File: src/rtl/up_down_clock_conditioner_pkg.sv
// Shared types and helpers for the up/down counter clock conditioner.
//   state_e      : FSM state encoding
//   sel_e        : source select code, doubles as the pending-flag bit index
//   strobes_t    : the three active-low strobes driven to the counter
package up_down_clock_conditioner_pkg;

  localparam int unsigned NUM_SRC = 3;

  typedef enum logic [1:0] {
    ST_IDLE  = 2'd0,
    ST_PULSE = 2'd1,
    ST_GAP   = 2'd2
  } state_e;

  typedef enum logic [1:0] {
    SEL_LD = 2'd0,
    SEL_UP = 2'd1,
    SEL_DN = 2'd2
  } sel_e;

  typedef struct packed {
    logic pl_n;
    logic cpu;
    logic cpd;
  } strobes_t;

  localparam strobes_t STROBES_IDLE = '1;

  // Strobe pattern with only the selected source's line pulled low.
  function automatic strobes_t sel_strobes(sel_e sel);
    strobes_t s;
    s = STROBES_IDLE;
    case (sel)
      SEL_LD:  s.pl_n = 1'b0;
      SEL_UP:  s.cpu  = 1'b0;
      SEL_DN:  s.cpd  = 1'b0;
      default: s      = STROBES_IDLE;
    endcase
    return s;
  endfunction

endpackage

File: src/rtl/up_down_clock_conditioner_button_debounce_sync.sv
// Synchronizes one raw active-low button, debounces it and emits a
// one-cycle press pulse on each accepted 1->0 transition.
//   clk, rst_n : clock, async active-low reset
//   btn_n      : raw button, asynchronous to clk
//   press      : registered one-cycle pulse per accepted press
module button_debounce_sync #(
  parameter int unsigned DEB_CYCLES = 4
) (
  input  logic clk,
  input  logic rst_n,
  input  logic btn_n,
  output logic press
);

  localparam int unsigned CNT_W = $clog2(DEB_CYCLES + 1);

  logic             sync1_q;
  logic             sync2_q;
  logic             deb_q;
  logic [CNT_W-1:0] cnt_q;

  // Counter runs while the synced level disagrees with the debounced one;
  // the DEB_CYCLES-th consecutive disagreement flips the debounced level.
  always_ff @(posedge clk or negedge rst_n) begin
    if (!rst_n) begin
      sync1_q <= 1'b1;
      sync2_q <= 1'b1;
      deb_q   <= 1'b1;
      cnt_q   <= '0;
      press   <= 1'b0;
    end else begin
      sync1_q <= btn_n;
      sync2_q <= sync1_q;
      press   <= 1'b0;
      if (sync2_q == deb_q) begin
        cnt_q <= '0;
      end else if (cnt_q == CNT_W'(DEB_CYCLES - 1)) begin
        deb_q <= sync2_q;
        cnt_q <= '0;
        press <= ~sync2_q;
      end else begin
        cnt_q <= cnt_q + CNT_W'(1);
      end
    end
  end

endmodule

File: src/rtl/up_down_clock_conditioner.sv
// Turns three bouncing pushbuttons into clean, mutually exclusive,
// active-low count/load strobes for the up/down decade counter.
//   CP, MR_n      : clock, async active-low master reset
//   UP_n/DN_n/LD_n: raw active-low buttons
//   CPu/CPd/PL_n  : registered strobes, idle high, at most one low at a time
//   BUSY          : registered, high while a pulse/gap runs or an event waits
module up_down_clock_conditioner
  import up_down_clock_conditioner_pkg::*;
#(
  parameter int unsigned DEB_CYCLES = 4,
  parameter int unsigned PULSE_W    = 2,
  parameter int unsigned GAP_W      = 2
) (
  input  logic CP,
  input  logic MR_n,
  input  logic UP_n,
  input  logic DN_n,
  input  logic LD_n,
  output logic CPu,
  output logic CPd,
  output logic PL_n,
  output logic BUSY
);

  localparam int unsigned PH_MAX = (PULSE_W > GAP_W) ? PULSE_W : GAP_W;
  localparam int unsigned PH_W   = $clog2(PH_MAX + 1);

  logic [NUM_SRC-1:0] press;
  logic [NUM_SRC-1:0] pend_q, pend_d, pend_clr;
  state_e             state_q, state_d;
  logic [PH_W-1:0]    phase_q, phase_d;
  strobes_t           strb_q, strb_d;
  logic               busy_q, busy_d;
  sel_e               sel_c;
  logic               start_c;

  button_debounce_sync #(.DEB_CYCLES(DEB_CYCLES)) u_ld (
    .clk(CP), .rst_n(MR_n), .btn_n(LD_n), .press(press[SEL_LD])
  );
  button_debounce_sync #(.DEB_CYCLES(DEB_CYCLES)) u_up (
    .clk(CP), .rst_n(MR_n), .btn_n(UP_n), .press(press[SEL_UP])
  );
  button_debounce_sync #(.DEB_CYCLES(DEB_CYCLES)) u_dn (
    .clk(CP), .rst_n(MR_n), .btn_n(DN_n), .press(press[SEL_DN])
  );

  // Fixed priority LD > UP > DN among pending events.
  always_comb begin
    sel_c = SEL_DN;
    if (pend_q[SEL_LD])      sel_c = SEL_LD;
    else if (pend_q[SEL_UP]) sel_c = SEL_UP;
  end

  // Next-state logic. The last GAP cycle arbitrates directly so the all-high
  // interval between back-to-back pulses is exactly GAP_W cycles.
  always_comb begin
    state_d  = state_q;
    phase_d  = phase_q;
    strb_d   = strb_q;
    start_c  = 1'b0;
    pend_clr = '0;
    case (state_q)
      ST_IDLE: begin
        strb_d = STROBES_IDLE;
        if (|pend_q) start_c = 1'b1;
      end
      ST_PULSE: begin
        if (phase_q == PH_W'(PULSE_W - 1)) begin
          strb_d  = STROBES_IDLE;
          state_d = ST_GAP;
          phase_d = '0;
        end else begin
          phase_d = phase_q + PH_W'(1);
        end
      end
      ST_GAP: begin
        strb_d = STROBES_IDLE;
        if (phase_q == PH_W'(GAP_W - 1)) begin
          if (|pend_q) begin
            start_c = 1'b1;
          end else begin
            state_d = ST_IDLE;
            phase_d = '0;
          end
        end else begin
          phase_d = phase_q + PH_W'(1);
        end
      end
      default: begin
        state_d = ST_IDLE;
        phase_d = '0;
        strb_d  = STROBES_IDLE;
      end
    endcase
    if (start_c) begin
      state_d         = ST_PULSE;
      phase_d         = '0;
      strb_d          = sel_strobes(sel_c);
      pend_clr[sel_c] = 1'b1;
    end
    // A press landing on the cycle its flag is consumed re-arms the flag.
    pend_d = (pend_q & ~pend_clr) | press;
    busy_d = (state_d != ST_IDLE) | (|pend_d);
  end

  // State, pending flags and output registers.
  always_ff @(posedge CP or negedge MR_n) begin
    if (!MR_n) begin
      state_q <= ST_IDLE;
      phase_q <= '0;
      pend_q  <= '0;
      strb_q  <= STROBES_IDLE;
      busy_q  <= 1'b0;
    end else begin
      state_q <= state_d;
      phase_q <= phase_d;
      pend_q  <= pend_d;
      strb_q  <= strb_d;
      busy_q  <= busy_d;
    end
  end

  assign CPu  = strb_q.cpu;
  assign CPd  = strb_q.cpd;
  assign PL_n = strb_q.pl_n;
  assign BUSY = busy_q;

endmodule

File: config.mk
export PLATFORM = sky130hd
export DESIGN_NAME = up_down_clock_conditioner
export DESIGN_NICKNAME = d
export VERILOG_FILES = /design/src/rtl/up_down_clock_conditioner_pkg.sv /design/src/rtl/up_down_clock_conditioner_button_debounce_sync.sv /design/src/rtl/up_down_clock_conditioner.sv
export SDC_FILE = /design/constraint.sdc
export NUM_CORES = 1
export LEC_CHECK = 0
export ABC_AREA = 1
export CORE_ASPECT_RATIO = 0.6
export CORE_UTILIZATION = 60
export CTS_BUF_LIST = sky130_fd_sc_hd__clkbuf_4 sky130_fd_sc_hd__clkbuf_8 sky130_fd_sc_hd__clkbuf_16
export DETAILED_ROUTE_END_ITERATION = 16
export PLACE_DENSITY = 0.8
export SYNTH_ARGS = -nofsm -noshare
export SYNTH_HDL_FRONTEND = slang
export SYNTH_SLANG_ARGS = --single-unit
File: constraint.sdc
create_clock -name CP -period 2.2 [get_ports CP]
set_input_delay 0.33 -clock CP [delete_from_list [all_inputs] [get_ports CP]]
set_output_delay 0.33 -clock CP [all_outputs]
set_load 0.01 [all_outputs]
==> impl_metrics.csv <==
group,metric,value,unit
status,status,"complete, no violations",
place,gp_congestion,0.8048,
timing,period_share,0.7569,
drt,wirelength,2208,um
global_routing,globalRouteOverflowTotal,0,
clock_tree,hold_buffers,0,
place,pre_cts_ws,716.8,ps
synth,ys_ff_latch,32,
floorplanning,die-width,63.27,um
drt,drtIter0Drc,65,
floorplanning,die_h,38.76,um
clock_tree,cts_inserted_buffers,5,
finish,fin_util,0.7999,
worst_setup_path,crit_type,"flip-flop to primary output",
worst_setup_path,critical_path.top_delay_family,"flip-flops",
worst_setup_path,crit_required,1870,ps
global_routing,track_usage,0.2167,
timing,period_minus_slack,1665,ps
timing,hold_viol_final,0,
synth,async_flop_share,1.000,
pwr,switching_power,743.4,uW
synth,netlist_top_cells_count,"dfrtp_1 (20), nand2_1 (20), inv_1 (17)",
timing,holdWs,357.0,ps
global_routing,grt_max_degree,33,
worst_setup_path,cp-end-kind,"primary output",
synth,synthMuxAreaShare,0,
worst_setup_path,r2r_start,"state_q[1]",
timing,tightest_slew,377.9,ps
synth,synth-adder-area-share,0.06481,
worst_setup_path,path_cells,"clkdlybuf4s50_1",
worst_setup_path,startpoint_type,"flip-flop",
synth,synth_top_family_by_area,"simple AND/OR/NAND/NOR gates",
timing,setup_viol,0,
worst_setup_path,crit_path_max_incr_delay,530,ps
clock_tree,cts_max_path_buffers,2,
synth,netlist_instances,130,
pwr,power_density,1361,nW/um2
place,io_buffer_count,8,
clock_tree,cts_root_buffer,"clkbuf_8",
synth,ys.flop_type,"dfrtp_1",
worst_setup_path,worstPathArrival,1340,ps
synth,avgSynthCellArea,10.39,um2
worst_setup_path,r2r_cells,9,
synth,netlist_area,1351,um2
timing,clock_skew,2.931,ps
clock_tree,cts_setup_buffers,0,
clock_tree,cts.sinks,32,
floorplanning,start_util,0.6818,
worst_setup_path,timing.reg2reg.setup_slack,680,ps
global_routing,grt_pass1_wl,3553,um
pwr,combPwrFrac,0.340,
timing,max_freq,600.5,MHz
timing,setup_slack,534.8,ps
finish,diodes,0,
timing,rsz0062_at_grt,"no",
min_path,hp-start,"u_ld.sync1_q",
synth,synthXorXnorAreaFrac,0.01944,
finish,nets,158,
pwr,sequentialPowerShare,0.409,
drt,first_pass_iters,4,
timing,setup_tns,0,ps
worst_setup_path,cp_num_buf_inv,1,
floorplanning,core_area,1982,um2
finish,fillers,130,
worst_setup_path,path_max_fanout,2,
drt,wl_per_cell,12.62,um
pwr,power_frac_clock,0.251,
pwr,swShare,0.3446,
timing,worst_slew_margin_rel,0.7481,
clock_tree,tritoncts,"done",
place,dp_hpwl,1617,um
run,maxCapViolations,0,
synth,post_synth_num_cell_types,21,
drt,viasPerCell,5.086,
drt,vias,890,
clock_tree,h-tree-depth,2,
synth,syn-num-nets,142,
floorplanning,io_pins,9,
timing,slew_violations,0,
synth,synth-compound-area-share,0.04167,
finish,syn_to_final_growth,17.31,%
global_routing,antenna_found_initial,0,
finish,layout-drive-gt1-share,0.2245,
synth,seq_area_frac_synth,0.6037,
synth,synthTopCellsByArea,"dfrtp_1 (37%), dfstp_2 (23%), ha_1 (6.5%)",
clock_tree,cts-resized-gates,0,
worst_setup_path,r2r-end,"BUSY",
synth,synthSimpleGateAreaFrac,0.2204,
pwr,p_int,1414,uW
worst_setup_path,critical_path.slowest_cell,"dfstp_2",
drt,ant_nets,0,
min_path,min_path_type,"flip-flop to flip-flop",
min_path,whs_endpoint,"u_ld.sync2_q",
synth,netlist.area_leader.share,0.3704,
synth,synth_edf_count,0,
synth,yosys_warnings,0,
synth,netlist.top_cell.by_area,"dfrtp_1",
min_path,holdPathStages,0,
pwr,p_leak,0.0007480,uW
clock_tree,clk_latency,280,ps
drt,drc,0,
pwr,ir_worst_vdd,0.8580,mV
global_routing,first_global_vias,818,
floorplanning,die_area,2452,um2
floorplanning,rows,12,
clock_tree,path_clk_slew,60,ps
-- logic make-up (layout without fill, tap and decap cells) --
kind of cell,count (synthesis),count (layout)
AO/OA/AOI/OAI,10,10
adder cells (fa/ha/maj),7,7
buffers and inverters,18,35
XOR/XNOR,3,3
flip-flops,32,32
AND/OR/NAND/NOR,60,60
-- worst max-delay path by stage --
stage	from	end	slack, ps	depth (start not counted)
finish	CPd	CPd	530	1
global route	CPd	CPd	490	1
CTS	CPd	CPd	530	1
detailed placement	state_q[1]	BUSY	720	10
global placement	state_q[0]	BUSY	790	8
floorplan	state_q[0]	BUSY	880	9
-- power by group through the flow --
stage               Clock (uW)  Combinational (uW)  Sequential, uW
CTS                        552                 737             879
finish                     541                 734             882
floorplan                    0                 530             878
detailed placement           0                 730             889
global placement             0                 688             877
global route               582                 835             897
-- final cells by class --
cell class | count | area (um2) | area share
clock buffer | 5 | 68.82 | 0.04341
clock inverter | 3 | 42.54 | 0.02684
inverter | 18 | 67.56 | 0.04262
multi-input combinational | 80 | 467.9 | 0.2952
sequential | 32 | 815.8 | 0.5146
tap | 28 | 35.03 | 0.02210
timing repair buffer | 9 | 87.58 | 0.05525
-- per-layer routing --
metal,track usage,up-vias,share of wire
li1,-,439,-
met4,0.08523,0,0.0041
met3,0.09118,2,0.047
met5,0,-,0
met1,0.2656,427,0.49
met2,0.3495,22,0.46
-- registers in the layout (all words and copies together), names as in the netlist, 2 cells and up --
signal,flops
u_dn.cnt_q,3
pend_q,3
u_ld.cnt_q,3
phase_q,2
state_q,2
u_up.cnt_q,3
-- cell usage in the layout (no fill, tap or decap), types with 2 or more instances in the layout --
cell type,synthesis,layout
xnor2_1,3,3
nand2_4,2,2
nand3_2,3,3
clkbuf_8,0,5
nor3_1,6,6
nor2_2,2,2
nand2_1,20,20
dfstp_2,12,12
nand2_2,4,4
nor3b_1,2,2
nand3_1,4,4
clkdlybuf4s50_1,0,8
nor2_1,16,16
inv_1,17,17
dfrtp_1,20,20
a21oi_1,6,6
ha_1,7,7
-- stage by stage --
step           area [um2]  total power, uW  std cells
4_1_cts              1585             2169        175
5_1_grt              1585             2313        175
3_5_place_dp         1474             1619        167
6_report             1585             2157        175
3_3_place_gp         1474             1566        167
2_1_floorplan        1351             1408        130
Power figures use the tool's default switching activity.
